### config.mk
export PLATFORM = sky130hd
export DESIGN_NAME = step_counter_flat
export DESIGN_NICKNAME = d
export VERILOG_FILES = /design/src/rtl/step_counter_pkg.sv /design/src/rtl/step_counter_if.sv /design/src/rtl/step_counter_next.sv /design/src/rtl/step_counter.sv /design/src/flat_wrapper.sv
export SDC_FILE = /design/constraint.sdc
export NUM_CORES = 1
export LEC_CHECK = 0
export CAP_MARGIN = 20
export CORE_UTILIZATION = 55
export DETAILED_ROUTE_END_ITERATION = 10
export PLACE_DENSITY = 0.85
export SYNTH_ARGS = -nofsm -noshare
export SYNTH_HDL_FRONTEND = slang
export SYNTH_SLANG_ARGS = --single-unit
### constraint.sdc
create_clock -name clk -period 7.98 [get_ports clk]
set_input_delay 1.596 -clock clk [delete_from_list [all_inputs] [get_ports clk]]
set_output_delay 1.596 -clock clk [all_outputs]
set_load 0.01 [all_outputs]
### src/rtl/step_counter_pkg.sv
// Shared mode and direction encodings for the step counter and its bench.
package step_counter_pkg;

  typedef enum logic [1:0] {
    MODE_WRAP     = 2'd0,
    MODE_SAT      = 2'd1,
    MODE_PINGPONG = 2'd2,
    MODE_RSVD     = 2'd3
  } mode_e;

  localparam logic DIR_UP   = 1'b1;
  localparam logic DIR_DOWN = 1'b0;

endpackage

### src/rtl/step_counter_if.sv
// Control and status bundle of the step counter; master drives controls, slave is the counter.
interface step_counter_if #(
  parameter int WIDTH      = 32,
  parameter int STEP_WIDTH = 8,
  parameter int TAP_WIDTH  = 8
);
  logic                  en;
  logic [1:0]            mode;
  logic                  dir;
  logic [STEP_WIDTH-1:0] step;
  logic                  load;
  logic [WIDTH-1:0]      load_value;
  logic [WIDTH-1:0]      count;
  logic [TAP_WIDTH-1:0]  tap;
  logic                  event_pulse;
  logic                  at_limit;
  logic                  cur_dir;

  modport master (
    output en, mode, dir, step, load, load_value,
    input  count, tap, event_pulse, at_limit, cur_dir
  );

  modport slave (
    input  en, mode, dir, step, load, load_value,
    output count, tap, event_pulse, at_limit, cur_dir
  );
endinterface

### src/rtl/step_counter_next.sv
// Combinational next-count, event and direction for one enabled step.
module step_counter_next
  import step_counter_pkg::*;
#(
  parameter int WIDTH      = 32,
  parameter int STEP_WIDTH = 8
) (
  input  logic [WIDTH-1:0]      count,
  input  logic [STEP_WIDTH-1:0] step,
  input  logic [1:0]            mode,
  input  logic                  dir_eff,
  output logic [WIDTH-1:0]      next_count,
  output logic                  next_event,
  output logic                  next_dir
);
  localparam int EXT_BITS = WIDTH + 1 - STEP_WIDTH;

  logic [WIDTH:0] step_ext;
  logic [WIDTH:0] count_ext;
  logic [WIDTH:0] sum;
  logic [WIDTH:0] diff;
  logic [WIDTH:0] s;
  logic [WIDTH:0] max_ext;

  // Bit WIDTH of sum/diff is the carry/borrow out of the counter.
  assign step_ext  = {{EXT_BITS{1'b0}}, step};
  assign count_ext = {1'b0, count};
  assign max_ext   = {1'b0, {WIDTH{1'b1}}};
  assign sum       = count_ext + step_ext;
  assign diff      = count_ext - step_ext;
  assign s         = (dir_eff == DIR_UP) ? sum : diff;

  always_comb begin
    next_count = count;
    next_event = 1'b0;
    next_dir   = dir_eff;
    if (step != '0) begin
      case (mode)
        MODE_SAT: begin
          if (s[WIDTH]) begin
            next_count = (dir_eff == DIR_UP) ? {WIDTH{1'b1}} : '0;
            next_event = 1'b1;
          end else begin
            next_count = s[WIDTH-1:0];
          end
        end
        MODE_PINGPONG: begin
          if (dir_eff == DIR_UP) begin
            if (sum >= max_ext) begin
              next_count = {WIDTH{1'b1}};
              next_dir   = DIR_DOWN;
              next_event = 1'b1;
            end else begin
              next_count = sum[WIDTH-1:0];
            end
          end else begin
            if (count_ext <= step_ext) begin
              next_count = '0;
              next_dir   = DIR_UP;
              next_event = 1'b1;
            end else begin
              next_count = diff[WIDTH-1:0];
            end
          end
        end
        default: begin
          next_count = s[WIDTH-1:0];
          next_event = s[WIDTH];
        end
      endcase
    end
  end
endmodule

### src/rtl/step_counter.sv
// Multi-mode step counter: state registers, load/enable priority and display tap.
module step_counter
  import step_counter_pkg::*;
#(
  parameter int WIDTH      = 32,
  parameter int STEP_WIDTH = 8,
  parameter int TAP_LSB    = 22,
  parameter int TAP_WIDTH  = 8
) (
  input logic         clk,
  input logic         rst_n,
  step_counter_if.slave bus
);
  logic [WIDTH-1:0] count_reg;
  logic [WIDTH-1:0] count_next;
  logic             event_reg;
  logic             event_next;
  logic             dir_reg;
  logic             dir_next;

  logic             dir_eff;
  logic [WIDTH-1:0] step_count;
  logic             step_event;
  logic             step_dir;

  // Ping-pong follows its own bounce state; other modes obey the dir input.
  assign dir_eff = (bus.mode == MODE_PINGPONG) ? dir_reg : bus.dir;

  step_counter_next #(
    .WIDTH      (WIDTH),
    .STEP_WIDTH (STEP_WIDTH)
  ) u_next (
    .count      (count_reg),
    .step       (bus.step),
    .mode       (bus.mode),
    .dir_eff    (dir_eff),
    .next_count (step_count),
    .next_event (step_event),
    .next_dir   (step_dir)
  );

  always_comb begin
    count_next = count_reg;
    event_next = 1'b0;
    dir_next   = dir_eff;
    if (bus.load) begin
      count_next = bus.load_value;
      dir_next   = bus.dir;
    end else if (bus.en) begin
      count_next = step_count;
      event_next = step_event;
      dir_next   = step_dir;
    end
  end

  always_ff @(posedge clk or negedge rst_n) begin
    if (!rst_n) begin
      count_reg <= '0;
      event_reg <= 1'b0;
      dir_reg   <= DIR_UP;
    end else begin
      count_reg <= count_next;
      event_reg <= event_next;
      dir_reg   <= dir_next;
    end
  end

  genvar gi;
  generate
    for (gi = 0; gi < TAP_WIDTH; gi++) begin : g_tap
      assign bus.tap[gi] = count_reg[TAP_LSB + gi];
    end
  endgenerate

  assign bus.count       = count_reg;
  assign bus.event_pulse = event_reg;
  assign bus.cur_dir     = dir_reg;
  assign bus.at_limit    = (count_reg == '0) || (count_reg == {WIDTH{1'b1}});
endmodule

### src/flat_wrapper.sv
// flat-port wrapper written by rule: the top's interface ports become plain ports
module step_counter_flat import step_counter_pkg::*;
#(
  parameter int WIDTH      = 32,
  parameter int STEP_WIDTH = 8,
  parameter int TAP_LSB    = 22,
  parameter int TAP_WIDTH  = 8
)
  (clk, rst_n, bus_en, bus_mode, bus_dir, bus_step, bus_load, bus_load_value, bus_count, bus_tap, bus_event_pulse, bus_at_limit, bus_cur_dir);
  step_counter_if #(.WIDTH(WIDTH), .STEP_WIDTH(STEP_WIDTH), .TAP_WIDTH(TAP_WIDTH)) bus_i ();
  input logic clk;
  input logic rst_n;
  input wire logic [$bits(bus_i.en)-1:0] bus_en;
  input wire logic [$bits(bus_i.mode)-1:0] bus_mode;
  input wire logic [$bits(bus_i.dir)-1:0] bus_dir;
  input wire logic [$bits(bus_i.step)-1:0] bus_step;
  input wire logic [$bits(bus_i.load)-1:0] bus_load;
  input wire logic [$bits(bus_i.load_value)-1:0] bus_load_value;
  output wire logic [$bits(bus_i.count)-1:0] bus_count;
  output wire logic [$bits(bus_i.tap)-1:0] bus_tap;
  output wire logic [$bits(bus_i.event_pulse)-1:0] bus_event_pulse;
  output wire logic [$bits(bus_i.at_limit)-1:0] bus_at_limit;
  output wire logic [$bits(bus_i.cur_dir)-1:0] bus_cur_dir;
  assign bus_i.en = bus_en;
  assign bus_i.mode = bus_mode;
  assign bus_i.dir = bus_dir;
  assign bus_i.step = bus_step;
  assign bus_i.load = bus_load;
  assign bus_i.load_value = bus_load_value;
  assign bus_count = bus_i.count;
  assign bus_tap = bus_i.tap;
  assign bus_event_pulse = bus_i.event_pulse;
  assign bus_at_limit = bus_i.at_limit;
  assign bus_cur_dir = bus_i.cur_dir;
  step_counter #(.WIDTH(WIDTH), .STEP_WIDTH(STEP_WIDTH), .TAP_LSB(TAP_LSB), .TAP_WIDTH(TAP_WIDTH)) u_core (.clk(clk), .rst_n(rst_n), .bus(bus_i));
endmodule
==> results of run 1 <==
[cells in the mapped netlist (all sizes together) (6+ instances only)]
| cell | number | share of area [%] |
|---|---|---|
| nand3 | 26 | 2.7 |
| xor2 | 10 | 1.8 |
| nand2 | 77 | 5.8 |
| o211ai | 9 | 1.4 |
| dfrtp | 33 | 17 |
| a31oi | 15 | 1.9 |
| or2 | 8 | 1.0 |
| and3 | 12 | 1.5 |
| buf | 22 | 2.6 |
| nor3 | 26 | 2.7 |
| o2111ai | 7 | 1.2 |
| nand4 | 16 | 2.2 |
| inv | 29 | 2.2 |
| o21a | 6 | 0.91 |
| a21o | 7 | 1.1 |
| ha | 18 | 4.6 |
| o21ai | 62 | 6.3 |
| o31ai | 8 | 1.2 |
| nor2 | 63 | 4.8 |
| nand2b | 7 | 0.89 |
| a21oi | 40 | 4.1 |
| xnor2 | 28 | 5.0 |
| a211oi | 10 | 1.5 |
| clkbuf | 40 | 3.1 |
| nor4 | 17 | 2.5 |
| a221oi | 8 | 1.5 |
| nor2b | 10 | 1.3 |
[routing by layer]
layer | wire length [µm] | share of wire [%]
met1 | 7530 | 38
met2 | 8850 | 44
met3 | 2210 | 11
met4 | 1480 | 7.4
met5 | 0 | 0
[power by group through the flow]
stage	Combinational, W	Sequential [W]	Clock [W]
after global placement	0.000519	0.000268	0
after floorplan	0.000369	0.000237	0
after CTS	0.000524	0.000266	0.000181
after global routing	0.000577	0.000274	0.000185
after detailed placement	0.000521	0.000269	0
final	0.000538	0.000270	0.000179
[worst min path at each step]
stage,endpoint,from,slack [ns],cells after the start
after floorplan,u_core.bus.cur_dir,u_core.bus.cur_dir,0.59,2
after global placement,u_core.bus.cur_dir,u_core.bus.cur_dir,0.61,2
after detailed placement,u_core.bus.cur_dir,u_core.bus.cur_dir,0.61,2
after CTS,u_core.bus.cur_dir,u_core.bus.cur_dir,0.63,2
after global routing,u_core.bus.cur_dir,u_core.bus.cur_dir,0.66,2
final,u_core.bus.cur_dir,u_core.bus.cur_dir,0.63,2
[metrics by stage]
step                      instance area, µm²  instances  setup WS [ns]  power (W)
after floorplan                         4940        712           3.40   0.000606
after global placement                  5750        855           1.80   0.000787
after detailed placement                5750        855           1.85   0.000790
after CTS                               5870        863           2.14   0.000971
after global routing                    5870        863           1.79    0.00104
final                                   5870        863           1.90   0.000988
[cells by family (layout without fill, tap and decap cells)]
family                   after synthesis  count (layout)  share of synthesized area (%)
AND/OR/NAND/NOR                      291             291                           29.9
flip-flops                            34              34                           17.2
buffers and inverters                 93             136                           8.03
multiplexers                           4               4                          0.810
adder cells (fa/ha/maj)               20              20                           5.37
AO/OA/AOI/OAI                        232             232                           31.9
XOR/XNOR                              38              38                           6.73
[final cells by class]
class | count | area (µm²)
Tap cell | 108 | 135
Timing Repair Buffer | 97 | 946
Clock inverter | 1 | 30.0
Fill cell | 749 | 2850
Inverter | 31 | 116
Sequential cell | 34 | 852
Clock buffer | 7 | 86.3
Multi-Input combinational cell | 585 | 3700
[cell usage in the layout, fill, tap and decap left out, types with 7 or more instances in the layout]
cell type        count
a211oi_1            10
a21o_1               7
a21oi_1             40
a221oi_1             7
a31oi_1             15
and3_1              12
buf_4                8
clkdlybuf4s50_1     88
dfrtp_1             33
ha_1                18
inv_1               29
nand2_1             77
nand2b_1             7
nand3_1             25
nand4_1             15
nor2_1              63
nor2b_1             10
nor3_1              25
nor4_1              16
o2111ai_1            7
o211ai_1             9
o21ai_0             60
o31ai_1              8
xnor2_1             28
xor2_1              10
[worst max-delay path: cells and delay by family]
kind                     cells  cell delay, ns
AO/OA/AOI/OAI                8            2.45
adder cells (fa/ha/maj)      1            0.50
buffers and inverters        3            0.98
AND/OR/NAND/NOR              2            0.74
==> summary.md, run 1 <==
| Metric | Value |
|---|---|
| DRT Pass-1 Iters | `9` |
| Clock transition at path regs | `0.08 ns` |
| CTS tree | `yes` |
| Drt total wl | `20.1 mm` |
| Yosys Warn Count | `0` |
| Max_slew headroom | `25.9%` |
| Cells on worst reg2reg path | `15` |
| Hold buffers post-CTS | `0` |
| Worst-Skew Late Latency | `0.31 ns` |
| Fin crit period | `6.08 ns` |
| Sequential Power Share | `27.3%` |
| Iter 0 DRT Violations | `804` |
| Final setup TNS | `0 ns` |
| Internal power | `0.000529 W` |
| Vias in the first global route | `5800` |
| CP peak stage delay | `0.96 ns` |
| Boundary pin count | `90` |
| Mapped Area | `4940 µm²` |
| Grt met2 use | `65.2%` |
| Core Util, Final | `67.3%` |
| Fmax | `165 MHz` |
| Num rows | `34` |
| CP arrival | `6.27 ns` |
| Largest net degree at the start of global routing | `63` |
| Initial core utilization | `56.7%` |
| Async S/R FF share, synth | `100%` |
| End point of the critical path | `u_core.bus.count[8]` |
| Final #Nets | `821` |
| CP cell instances | `clkdlybuf4s50_1 -> inv_1 -> fa_1 -> a21o_1 -> a31o_2 -> a2111oi_0 -> o2111ai_1 -> a21oi_1 -> buf_4 -> and2_1 -> nor2_1 -> o21ai_0 -> o22ai_1 -> a221o_1` |
| Area of the die | `9370 µm²` |
| Psw | `0.000459 W` |
| GRT Overall Usage | `42.3%` |
| FF+latch count, synth | `34` |
| Clk buf depth | `2` |
| Final period util | `76.2%` |
| Worst setup SP type | `primary input` |
| Port bufs | `89` |
| Worst EP required | `8.17 ns` |
| DRC viols | `0` |
| Num CTS Buffers | `5` |
| DP Wirelength | `14.6 mm` |
| First-pass GRT wire length | `31.6 mm` |
| Status | `finished clean` |
| Seq/Total Area, Yosys | `17.2%` |
| Max-Cap Viols | `0` |
| Global Route met1 Usage | `54.5%` |
| Top_reg_cell synth | `dfrtp_1` |
| Antenna Cells | `0` |
| Crit end category | `flop` |
| Busiest layer in global routing | `met2` |
| Syn_nets | `779` |
| Layout cells sized above 1 | `5.17%` |
| Syn avg cell area | `6.94 µm²` |
| Routing usage on met3 | `8.24%` |
| Die Width | `96.8 µm` |
| Sw frac | `46.5%` |
| Clock share of power | `18.2%` |
| Maximum vdd drop | `0.111 mV` |
| Vias per inst | `7.08` |
| CP max FO | `13` |
| Cts repair resizes | `0` |
| Yosys cell types | `78` |
| Cell Pwr Density | `168 nW/µm²` |
| RSZ-0062 raised after global routing | `no` |
| Critical path startpoint | `bus_step[1]` |
| Hold WC Path Type | `reg -> reg` |
| Initial antenna violation count | `0` |
| Worst hold slack | `0.634 ns` |
| Root Buffer | `clkbuf_8` |
| Flop-to-flop setup slack | `3.21 ns` |
| Final hold violations | `0` |
| Worst r2r src | `u_core.bus.count[0]` |
| Drt wl/cell | `23.3 µm` |
| Vias | `6112` |
| Gpl congestion | `1.09` |
| CP Class | `in -> reg` |
| Combinational cell fraction of total power | `54.5%` |
| Largest register FFs | `32` |
| Post-route ant nets | `0` |
| Post-CTS setup buffers | `0` |
| Post-synth EDFFs | `0` |
| Slowest cell on crit path | `a2111oi_0` |
| Setup-failing EPs final | `0` |
| Die height | `96.8 µm` |
| Grt total ovfl | `0` |
| Final Skew | `0.0143 ns` |
| Core area | `8720 µm²` |
| Clock Sinks | `34` |
| H-tree depth | `2` |
| Area Growth Syn to Fin | `18.7%` |
| RR Endpoint | `u_core.bus.count[8]` |
| Cells after Synth | `712` |
| Slew Limit Fails | `0` |
| Worst Max-Slew Pin Slew | `1.08 ns` |
| Pleak | `2.22 nW` |
Power figures use the tool's default switching activity.
==> inputs of run 2 (changes only) <==
- clock period: 7.98 -> 5.8 ns (I/O delays scaled with it)
==> summary.md, run 2 (synthesis gave the netlist of run 1 again) <==
| Metric | Value |
|---|---|
| Status | `finished clean` |
| Worst Max-Slew Pin Slew | `1.12 ns (+0.0331 ns)` |
| DRC viols | `0 (unchanged)` |
| Iter 0 DRT Violations | `703 (-13%)` |
| Root Buffer | `clkbuf_8` |
| Vias in the first global route | `5999 (+3.4%)` |
| Final Skew | `0.0178 ns (+0.00344 ns)` |
| Num CTS Buffers | `5 (unchanged)` |
| CP arrival | `5.52 ns (-0.75 ns)` |
| Worst EP required | `6.00 ns (-2.17 ns)` |
| Slew Limit Fails | `0 (unchanged)` |
| Hold buffers post-CTS | `0 (unchanged)` |
| RR Endpoint | `u_core.bus.count[26]` |
| Num rows | `34 (unchanged)` |
| Largest register FFs | `32 (unchanged)` |
| Setup-failing EPs final | `0 (unchanged)` |
| Layout cells sized above 1 | `6.53% (+1.4 points)` |
| Final period util | `91.8%` |
| Initial core utilization | `56.7% (unchanged)` |
| WHS Path Cells | `2 (unchanged)` |
| Fmax | `188 MHz` |
| Crit end category | `flop` |
| CP max FO | `15 (+2)` |
| DRT Pass-1 Iters | `6 (-3)` |
| Area of the die | `9370 µm² (unchanged)` |
| Post-CTS setup buffers | `0 (unchanged)` |
| Max_slew headroom | `25.2% (-0.62 points)` |
| Initial antenna violation count | `0 (unchanged)` |
| Drt wl/cell | `23.8 µm (+2.3%)` |
| Drt total wl | `20.8 mm (+3.6%)` |
| RSZ-0062 raised after global routing | `no` |
| Boundary pin count | `90 (unchanged)` |
| Port bufs | `89 (unchanged)` |
| Hold EP | `u_core.bus.cur_dir` |
| Flop-to-flop setup slack | `1.36 ns (-1.85 ns)` |
| Grt total ovfl | `0 (unchanged)` |
| Fin crit period | `5.32 ns` |
| Worst r2r src | `u_core.bus.count[6]` |
| Cells on worst reg2reg path | `11 (-4)` |
| Die height | `96.8 µm (unchanged)` |
| GRT Overall Usage | `44.1% (+1.7 points)` |
| Largest net degree at the start of global routing | `62 (-1.6%)` |
| Filler Cells Inserted | `758 (+1.2%)` |
| Die Width | `96.8 µm (unchanged)` |
| Vias per inst | `7.09 (about the same)` |
| Gpl congestion | `1.07 (-1.2%)` |
| Commonest cells after routing, fill and taps aside | `88 x clkdlybuf4s50_1, 77 x nand2_1, 63 x nor2_1` |
| DP Wirelength | `15.2 mm (+4.0%)` |
| Final hold violations | `0 (unchanged)` |
| Core area | `8720 µm² (unchanged)` |
| Post-route ant nets | `0 (unchanged)` |
| Total power | `0.00139 W (+41%)` |
| Clock Sinks | `34 (unchanged)` |
| Hold Startpoint | `u_core.bus.cur_dir` |
| H-tree depth | `2 (unchanged)` |
| Worst-Skew Late Latency | `0.31 ns (about the same)` |
| Worst setup SP type | `primary input` |
| Final #Nets | `832 (+1.3%)` |
| Clock transition at path regs | `0.09 ns (about the same)` |
| CP Class | `in -> reg` |
| Cell Pwr Density | `233 nW/µm² (+39%)` |
| CTS tree | `yes` |
| First-pass GRT wire length | `32.6 mm (+3.3%)` |
| Antenna Cells | `0 (unchanged)` |
| Pleak | `2.28 nW (+2.7%)` |
| Hold WC Path Type | `reg -> reg` |
| Max-Cap Viols | `0 (unchanged)` |
| Area Growth Syn to Fin | `20.6%` |
| Cts repair resizes | `0 (unchanged)` |
| Clk buf depth | `2 (unchanged)` |
| Commonest non-fill, non-tap cell in the layout | `clkdlybuf4s50_1` |
| Maximum vdd drop | `0.170 mV (+53%)` |
| Vias | `6193 (+1.3%)` |
| Final setup TNS | `0 ns (unchanged)` |
==> run 2: changes by cell type in the layout (fill, tap and decap cells not counted) <==
cell / change
buf_12: +1
buf_4: +10
==> run 2: worst max-delay path, cell delays in order <==
cell and delay, ns:
clkdlybuf4s50_1 0.53, inv_1 0.06, ha_1 0.47, nor3_1 0.26
o2111ai_1 0.31, a31o_2 0.38, a2111oi_0 0.89, o21bai_1 0.31
nor3_1 0.17, nand3b_1 0.16, o221a_4 0.31, a31oi_1 0.18
or2_2 0.31
==> run 2: metal layers <==
layer / vias to the layer above / part of all wire [%] / track usage (%)
met5: - / 0 / 0
met2: 468 / 44 / 68.9
met3: 117 / 12 / 9.47
met4: 0 / 6.8 / 28.5
met1: 2859 / 37 / 54.8
li1: 2749 / - / -
==> run 2: metrics by stage <==
stage               instance area (µm²)  util, %  setup slack, ns  std cells  hold WS [ns]
global placement                   5850     67.0            0.369        866         0.625
floorplan                          4940        -             1.66        712         0.592
finish                             5960     68.4            0.477        874         0.653
global route                       5960     68.4            0.400        874         0.674
CTS                                5960     68.4            0.660        874         0.646
detailed placement                 5850     67.0            0.336        866         0.622
==> run 2: worst max-delay path by stage <==
stage	from	end	slack, ns	depth (start not counted)
after global placement	bus_step[6]	u_core.bus.count[26]	0.37	13
after CTS	bus_step[4]	u_core.bus.count[26]	0.66	13
final	bus_step[4]	u_core.bus.count[26]	0.48	13
after floorplan	bus_step[0]	u_core.bus.count[8]	1.66	14
after detailed placement	bus_step[4]	u_core.bus.count[26]	0.34	13
after global routing	bus_step[4]	u_core.bus.count[26]	0.40	13
==> run 2: cell type report <==
| cell class | count | area, µm² | share of cell area [%] |
|---|---|---|---|
| Clock inverter | 1 | 30.0 | 0.504 |
| Tap cell | 108 | 135 | 2.27 |
| Timing Repair Buffer | 108 | 1040 | 17.5 |
| Clock buffer | 7 | 86.3 | 1.45 |
| Inverter | 31 | 116 | 1.95 |
| Sequential cell | 34 | 852 | 14.3 |
| Multi-Input combinational cell | 585 | 3700 | 62.1 |
==> run 2: power breakdown <==
group          switching (W)  leakage (nW)  internal, W  total (W)
clock network       0.000114        0.0585     0.000141   0.000255
logic               0.000436          1.81     0.000329   0.000765
registers           0.000101         0.414     0.000269   0.000370
total               0.000651          2.28     0.000739    0.00139
